==> config.mk <==
export PLATFORM = sky130hd
export DESIGN_NAME = song_sequencer_flat
export DESIGN_NICKNAME = d
export VERILOG_FILES = /design/src/rtl/song_pkg.sv /design/src/rtl/song_sequencer_if.sv /design/src/rtl/song_rom.sv /design/src/rtl/song_sequencer.sv /design/src/flat_wrapper.sv
export SDC_FILE = /design/constraint.sdc
export NUM_CORES = 1
export LEC_CHECK = 0
export CAP_MARGIN = 20
export CORE_MARGIN = 2
export CORE_UTILIZATION = 27
export CTS_CLUSTER_SIZE = 24
export DETAILED_ROUTE_END_ITERATION = 10
export GPL_ROUTABILITY_DRIVEN = 0
export RECOVER_POWER = 50
export SLEW_MARGIN = 20
export SYNTH_ARGS = -nofsm -noshare
export SYNTH_HDL_FRONTEND = slang
export SYNTH_HIERARCHICAL = 1
export SYNTH_SLANG_ARGS = --single-unit
export TNS_END_PERCENT = 100
==> constraint.sdc <==
create_clock -name clk -period 7.4 [get_ports clk]
set_clock_uncertainty 0.2 [all_clocks]
set_input_delay 1.11 -clock clk [delete_from_list [all_inputs] [get_ports clk]]
set_output_delay 1.11 -clock clk [all_outputs]
set_load 0.005 [all_outputs]
==> src/rtl/song_pkg.sv <==
//----------------------------------------------------------------------------
// Module  : song_pkg
// Brief   : Shared types for the score player: FSM states, note codes, entry.
// Revision: 1.0 - initial release
//----------------------------------------------------------------------------
`default_nettype none

package song_pkg;

    localparam int SCORE_NOTE_W  = 4;
    localparam int SCORE_PITCH_W = 2;
    localparam int SCORE_LEN_W   = 5;

    typedef enum logic [1:0] {
        IDLE  = 2'd0,
        PLAY  = 2'd1,
        PAUSE = 2'd2,
        DONE  = 2'd3
    } state_t;

    localparam logic [SCORE_NOTE_W-1:0] NOTE_REST = '0;
    localparam logic [SCORE_NOTE_W-1:0] NOTE_END  = '1;

    typedef struct packed {
        logic [SCORE_NOTE_W-1:0]  note;
        logic [SCORE_PITCH_W-1:0] pitch;
        logic [SCORE_LEN_W-1:0]   length;
    } entry_t;

    function automatic entry_t mk_entry(input int n, input int p, input int l);
        entry_t e;
        e.note   = SCORE_NOTE_W'(n);
        e.pitch  = SCORE_PITCH_W'(p);
        e.length = SCORE_LEN_W'(l);
        return e;
    endfunction

endpackage

`default_nettype wire

==> src/rtl/song_sequencer_if.sv <==
//----------------------------------------------------------------------------
// Module  : song_sequencer_if
// Brief   : Control/output bundle between panel logic and the score player.
// Revision: 1.0 - initial release
//----------------------------------------------------------------------------
`default_nettype none

interface song_sequencer_if #(
    parameter int ADDR_W  = 8,
    parameter int NOTE_W  = 4,
    parameter int PITCH_W = 2
);
    logic               start;
    logic               pause;
    logic               stop;
    logic               loop_en;
    logic [1:0]         tempo_sel;
    logic [NOTE_W-1:0]  note;
    logic [PITCH_W-1:0] pitch;
    logic               beat_led;
    logic               playing;
    logic               done;
    logic [ADDR_W-1:0]  index;

    modport master (
        output start, pause, stop, loop_en, tempo_sel,
        input  note, pitch, beat_led, playing, done, index
    );

    modport slave (
        input  start, pause, stop, loop_en, tempo_sel,
        output note, pitch, beat_led, playing, done, index
    );
endinterface

`default_nettype wire

==> src/rtl/song_rom.sv <==
//----------------------------------------------------------------------------
// Module  : song_rom
// Brief   : Combinational score lookup; unlisted addresses read as END.
// Revision: 1.0 - initial release
//----------------------------------------------------------------------------
`default_nettype none

module song_rom
    import song_pkg::*;
#(
    parameter int ADDR_W = 8
) (
    input  logic [ADDR_W-1:0] addr,
    output entry_t            entry
);

    always_comb begin
        entry = mk_entry(int'(NOTE_END), 0, 0);
        case (addr)
            ADDR_W'(0): entry = mk_entry(3, 1, 1);
            ADDR_W'(1): entry = mk_entry(5, 2, 3);
            ADDR_W'(2): entry = mk_entry(0, 0, 2);
            ADDR_W'(3): entry = mk_entry(5, 2, 0);
            ADDR_W'(4): entry = mk_entry(5, 2, 1);
            default:    ;
        endcase
    end

endmodule

`default_nettype wire

==> src/rtl/song_sequencer.sv <==
//----------------------------------------------------------------------------
// Module  : song_sequencer
// Brief   : Tempo-driven score player with play/pause/stop, loop and END.
//           Optional NOTE_GAP_EN inserts a short silence at each note's end.
// Revision: 1.0 - initial release
//----------------------------------------------------------------------------
`default_nettype none

module song_sequencer
    import song_pkg::*;
#(
    parameter int BASE_DIV = 6_250_000,
    parameter int SONG_LEN = 163,
    parameter int ADDR_W   = 8,
    parameter int LEN_W    = 5,
    parameter int NOTE_W   = 4,
    parameter int PITCH_W  = 2
) (
    input  logic             clk,
    input  logic             rst_n,
    song_sequencer_if.slave  bus
);

    localparam int                  c_cnt_w    = $clog2(BASE_DIV);
    localparam int                  c_div_w    = c_cnt_w + 1;
    localparam logic [c_div_w-1:0]  c_base_div = c_div_w'(BASE_DIV);
    localparam logic [ADDR_W-1:0]   c_last_idx = ADDR_W'(SONG_LEN - 1);

    state_t               r_state, w_state_nxt;
    logic [c_cnt_w-1:0]   r_cnt, w_cnt_nxt;
    logic [LEN_W-1:0]     r_beats, w_beats_nxt;
    logic [ADDR_W-1:0]    r_index, w_index_nxt;
    logic [c_div_w-1:0]   r_div, w_div_nxt;
    logic [NOTE_W-1:0]    r_note;
    logic [PITCH_W-1:0]   r_pitch;
    logic                 r_done;

    entry_t               w_entry;
    logic [LEN_W-1:0]     w_len;
    logic [c_div_w-1:0]   w_tempo_div;
    logic                 w_is_end;
    logic                 w_tick;
    logic                 w_last_beat;
    logic                 w_finish;
    logic                 w_gap;
    logic                 w_sound;

    song_rom #(.ADDR_W(ADDR_W)) u_rom (
        .addr  (r_index),
        .entry (w_entry)
    );

    assign w_len       = (w_entry.length == '0) ? LEN_W'(1) : LEN_W'(w_entry.length);
    assign w_is_end    = (w_entry.note == NOTE_END);
    assign w_tempo_div = c_base_div >> bus.tempo_sel;
    assign w_tick      = ({1'b0, r_cnt} == (r_div - c_div_w'(1)));
    assign w_last_beat = (r_beats == (w_len - LEN_W'(1)));

`ifdef NOTE_GAP_EN
    // Silence the final quarter of the closing beat so repeated notes re-attack.
    assign w_gap = w_last_beat && ({1'b0, r_cnt} >= (r_div - (r_div >> 2)))
                   && (w_entry.note != NOTE_REST);
`else
    assign w_gap = 1'b0;
`endif

    always_comb begin
        w_state_nxt = r_state;
        w_cnt_nxt   = r_cnt;
        w_beats_nxt = r_beats;
        w_index_nxt = r_index;
        w_div_nxt   = r_div;
        w_finish    = 1'b0;
        if (bus.stop) begin
            w_state_nxt = IDLE;
            w_cnt_nxt   = '0;
            w_beats_nxt = '0;
            w_index_nxt = '0;
        end else begin
            case (r_state)
                IDLE, DONE: begin
                    if (bus.start) begin
                        w_state_nxt = PLAY;
                        w_cnt_nxt   = '0;
                        w_beats_nxt = '0;
                        w_index_nxt = '0;
                        w_div_nxt   = w_tempo_div;
                    end
                end
                PAUSE: begin
                    if (bus.start) w_state_nxt = PLAY;
                end
                PLAY: begin
                    if (bus.pause) begin
                        w_state_nxt = PAUSE;
                    end else if (w_is_end) begin
                        w_finish = 1'b1;
                    end else if (w_tick) begin
                        w_cnt_nxt = '0;
                        w_div_nxt = w_tempo_div;
                        if (w_last_beat) begin
                            w_beats_nxt = '0;
                            if (r_index == c_last_idx) w_finish = 1'b1;
                            else                       w_index_nxt = r_index + ADDR_W'(1);
                        end else begin
                            w_beats_nxt = r_beats + LEN_W'(1);
                        end
                    end else begin
                        w_cnt_nxt = r_cnt + c_cnt_w'(1);
                    end
                end
                default: w_state_nxt = IDLE;
            endcase
            // End of song: rewind in place when looping, otherwise park in DONE.
            if (w_finish) begin
                w_cnt_nxt   = '0;
                w_beats_nxt = '0;
                if (bus.loop_en) w_index_nxt = '0;
                else             w_state_nxt = DONE;
            end
        end
    end

    assign w_sound = (r_state == PLAY) && (w_state_nxt == PLAY) && !w_is_end && !w_gap;

    always_ff @(posedge clk) begin
        if (!rst_n) begin
            r_state <= IDLE;
            r_cnt   <= '0;
            r_beats <= '0;
            r_index <= '0;
            r_div   <= c_base_div;
            r_note  <= '0;
            r_pitch <= '0;
            r_done  <= 1'b0;
        end else begin
            r_state <= w_state_nxt;
            r_cnt   <= w_cnt_nxt;
            r_beats <= w_beats_nxt;
            r_index <= w_index_nxt;
            r_div   <= w_div_nxt;
            r_note  <= w_sound ? NOTE_W'(w_entry.note) : '0;
            r_pitch <= w_sound ? PITCH_W'(w_entry.pitch) : '0;
            r_done  <= (r_state == PLAY) && (w_state_nxt == DONE);
        end
    end

    assign bus.note     = r_note;
    assign bus.pitch    = r_pitch;
    assign bus.index    = r_index;
    assign bus.done     = r_done;
    assign bus.playing  = (r_state == PLAY);
    assign bus.beat_led = (r_state == PLAY) && ({1'b0, r_cnt} < (r_div >> 1));

endmodule

`default_nettype wire
==> src/flat_wrapper.sv <==
// flat-port wrapper written by rule: the top's interface ports become plain ports
module song_sequencer_flat import song_pkg::*;
#(
    parameter int BASE_DIV = 6_250_000,
    parameter int SONG_LEN = 163,
    parameter int ADDR_W   = 8,
    parameter int LEN_W    = 5,
    parameter int NOTE_W   = 4,
    parameter int PITCH_W  = 2
)
  (clk, rst_n, bus_start, bus_pause, bus_stop, bus_loop_en, bus_tempo_sel, bus_note, bus_pitch, bus_beat_led, bus_playing, bus_done, bus_index);
  song_sequencer_if #(.ADDR_W(ADDR_W), .NOTE_W(NOTE_W), .PITCH_W(PITCH_W)) bus_i ();
  input  logic clk;
  input  logic rst_n;
  input wire logic [$bits(bus_i.start)-1:0] bus_start;
  input wire logic [$bits(bus_i.pause)-1:0] bus_pause;
  input wire logic [$bits(bus_i.stop)-1:0] bus_stop;
  input wire logic [$bits(bus_i.loop_en)-1:0] bus_loop_en;
  input wire logic [$bits(bus_i.tempo_sel)-1:0] bus_tempo_sel;
  output wire logic [$bits(bus_i.note)-1:0] bus_note;
  output wire logic [$bits(bus_i.pitch)-1:0] bus_pitch;
  output wire logic [$bits(bus_i.beat_led)-1:0] bus_beat_led;
  output wire logic [$bits(bus_i.playing)-1:0] bus_playing;
  output wire logic [$bits(bus_i.done)-1:0] bus_done;
  output wire logic [$bits(bus_i.index)-1:0] bus_index;
  assign bus_i.start = bus_start;
  assign bus_i.pause = bus_pause;
  assign bus_i.stop = bus_stop;
  assign bus_i.loop_en = bus_loop_en;
  assign bus_i.tempo_sel = bus_tempo_sel;
  assign bus_note = bus_i.note;
  assign bus_pitch = bus_i.pitch;
  assign bus_beat_led = bus_i.beat_led;
  assign bus_playing = bus_i.playing;
  assign bus_done = bus_i.done;
  assign bus_index = bus_i.index;
  song_sequencer #(.BASE_DIV(BASE_DIV), .SONG_LEN(SONG_LEN), .ADDR_W(ADDR_W), .LEN_W(LEN_W), .NOTE_W(NOTE_W), .PITCH_W(PITCH_W)) u_core (.clk(clk), .rst_n(rst_n), .bus(bus_i));
endmodule
==> impl_metrics.csv <==
group,metric,value,unit
synthesis,ys_seq_elements,56,
cts,h-tree-depth,2,
sta,setup_viol,0,
finish,fin_area,4290,um2
job,cap_violations,1,
finish,area_growth,14.2,%
cts,clkTransAtPathRegs,80,ps
pwr,power.leakage,0.00155,uW
finish,multi_input_area,2470,um2
placed_design,dp_hpwl,6.93,mm
synthesis,synth_area,3760,um2
cts,clk_latency,300,ps
sta,final-max-slew-violation-count,18,
sta,post-route-min-period,4580,ps
sta,max_clock_freq,0.218,GHz
detailed_routing,wl_per_cell,14.4,um
cts,cts_resized,0,
pwr,p_per_area,146,nW/um2
die,row_count,43,
sta,maxSlewHeadroom,-22.5,%
detailed_routing,dr.max_layer_used,"met4",
synthesis,synthesis.instances,443,
finish,final_util,31.3,%
sta,fin_tns_setup,0,ps
setup_path,rr_endpoint,"u_core/r_cnt[5]",
setup_path,critPathKind,"flop to flop",
setup_path,cp_slowest_stage_delay,830,ps
placed_design,dp.cells,633,
setup_path,cp_max_fo,23,
finish,diodes,0,
synthesis,synth_edf_count,0,
die,ioPinCount,25,
pwr,finalPower,625,uW
setup_path,r2r-start,"u_core/bus.index[5]",
setup_path,crit_chain,"or4_1 > nor4_1 > nor2_1 > a21oi_1 > ha_1 > xor2_1 > xnor2_1 > a32o_1 > nand4_1 > or2_0 > o211ai_2 > nor2_1",
detailed_routing,drt-initial-drc-count,218,
die,die_w,122,um
setup_path,cp_num_cells,12,
detailed_routing,wl,9.20,mm
cts,cts_buffer_depth,2,
worst_hold_path,min_from,"u_core/r_div[13]",
detailed_routing,ant_nets,0,
setup_path,path_delay_family,"simple AND/OR/NAND/NOR gates",
detailed_routing,wl_met3,488,um
sta,worstMarginPinSlew,1830,ps
cts,cts_tree,"yes",
placed_design,place_area,4150,um2
cts,hold_buffers,0,
synthesis,synth_flop_cell,"dfxtp_1",
finish,drive_above_1_share,5.42,%
global_route,grt_max_degree,24,
setup_path,cp.arrival,4530,ps
setup_path,path_common_cell,"nor2_1",
sta,hold_viol,0,
setup_path,critPathLaunch,"u_core/bus.index[5]",
detailed_routing,viasPerCell,5.19,
global_route,grt_use_total,12.8,%
cts,post_cts_buffers,0,
finish,nets,493,
synthesis,ys_async_sr_fraction,0,%
synthesis,ys_types,71,
worst_hold_path,min_path_type,"flop to flop",
setup_path,r2r_cells,12,
setup_path,critPathBufInv,0,
global_route,antenna_found_initial,0,
setup_path,cp-endpoint,"u_core/r_cnt[5]",
setup_path,slowest_stage,"o211ai_2",
setup_path,r2r_slack,2820,ps
run_status,status,"finished, violations left",
detailed_routing,firstDrtPassIters,4,
setup_path,worstSetupStartpointType,"flop",
detailed_routing,m1WireLength,4.18,mm
detailed_routing,dr_wl_met2,4.39,mm
detailed_routing,num_vias,3327,
die,dieHeight,122,um
detailed_routing,drc,0,
synthesis,syn_area_per_cell,8.48,um2
pwr,peakVddDrop,0.118,mV
synthesis,yosys_warnings,6,
worst_hold_path,hold-path-cell-count,2,
run_status,violations,"max-capacitance violations, max-slew violations",
setup_path,crit_path_end_kind,"flop",
global_route,grt_pass1_wl,15.4,mm
finish,register_area,1120,um2
cts,cts_made_buffers,5,
synthesis,ys_seq_area_share,29.8,%
global_route,grt_pass1_vias,3169,
setup_path,required,7350,ps
finish,layout.cells.non_filler,641,
sta,finalCritPeriodShare,61.9,%
sta,rsz0062_at_grt,"false",
die,coreArea,13700,um2
cts,root_buffer,"clkbuf_16",
cts,cts_sinks,56,
global_route,grt.overflow.total,0,
die,die-area,14900,um2
placed_design,io_buffers,24,
die,initial_core_util,27.4,%
finish,fillers,1438,
-- worst min path at each step --
stage,end
after floorplan,u_core/bus.done
after global placement,u_core/bus.done
after detailed placement,u_core/r_div[13]
after CTS,u_core/r_div[13]
after global routing,u_core/r_div[13]
final,u_core/r_div[13]
-- kinds of logic (layout without fill, tap and decap cells) --
logic type	Yosys count	count (layout)	share of synthesized area, %
and+or+nand+nor	179	179	26.9
AOI/OAI and AO/OA	96	96	19.1
DFF	56	56	29.8
xor gates and xnor gates	43	43	10.0
buffers and inverters	39	55	4.56
adders and majority gates	25	25	8.33
muxes	4	4	1.13
other	1	3	0.0998
-- stage by stage --
stage / hold WS, ps / setup WS (ps)
after floorplan: 267 / 3760
after global placement: 293 / 3130
after detailed placement: 305 / 3010
after CTS: 317 / 2980
after global routing: 341 / 2450
final: 315 / 2820
-- cell type report --
cell class,count,share of cell area [%]
clock inverters,3,0.525
repair buffers,25,5.69
multi-input cells,350,57.5
flip-flops and latches,56,26.1
clock buffers,5,2.92
inverters,22,1.93
well taps,180,5.25
-- report_power, final --
part / switching, uW / internal [uW]
Sequential: 7.64 / 305
Combinational: 42.2 / 26.9
Clock: 116 / 127
Total: 165 / 459
-- worst min-delay path, delay by kind of cell, from the launching register on --
kind                   cells  cell delay, ps
buffers and inverters      1              70
flip-flops                 1             320
AO/OA/AOI/OAI              1              70
-- registers in the layout, indices dropped and copies added, names as in the netlist --
name              count
u_core/r_cnt         23
u_core/r_div         11
u_core/bus.index      8
u_core/r_beats        5
u_core/bus.note       4
u_core/bus.pitch      2
u_core/r_state        2
u_core/bus.done       1
-- synth_stat cells (3+ instances only) --
cell	n	area, um2
dfxtp_1	56	1120
nor2_1	41	154
nand2_1	27	101
ha_1	25	313
xnor2_1	24	210
inv_1	21	78.8
xor2_1	19	166
nand4_1	18	113
a21oi_1	15	75.1
nand3_1	13	65.1
nor3_1	13	65.1
o21ai_0	13	65.1
a21o_1	9	67.6
and2_1	8	50.1
clkbuf_1	8	30.0
o31ai_1	8	60.1
nand2b_1	7	43.8
nor2b_1	7	43.8
a211oi_1	6	45.0
and3_1	6	37.5
and4_1	6	52.6
nor4_1	6	37.5
o211ai_1	6	45.0
buf_2	5	25.0
o31a_1	5	43.8
a22oi_1	4	30.0
nor3b_1	4	30.0
or3_1	4	25.0
a211oi_2	3	37.5
a31oi_1	3	18.8
a32oi_1	3	26.3
buf_4	3	22.5
nand4b_1	3	26.3
or4_1	3	22.5
-- layout by cell type (no fill, tap or decap), types with 5 or more instances in the layout --
cell type	n
xnor2_1	24
clkbuf_16	5
o21ai_0	12
nor4_1	6
and2_1	8
nor2_1	41
xor2_1	19
clkdlybuf4s50_1	9
nand2b_1	7
nand3_1	13
dlygate4sd3_1	15
nor3_1	13
o31ai_1	8
a21oi_1	15
nand2_1	27
and4_1	6
inv_1	21
dfxtp_1	56
nor2b_1	7
and3_1	6
o211ai_1	6
o31a_1	5
a21o_1	9
a211oi_1	7
nand4_1	18
ha_1	25
-- per-layer routing --
layer / up-vias / GRT usage [%]
met5: - / 0
met4: 0 / 4.24
met3: 11 / 2.29
met2: 91 / 21.7
met1: 1558 / 16.5
li1: 1667 / -
No activity file was read; power rests on OpenSTA's default activity.
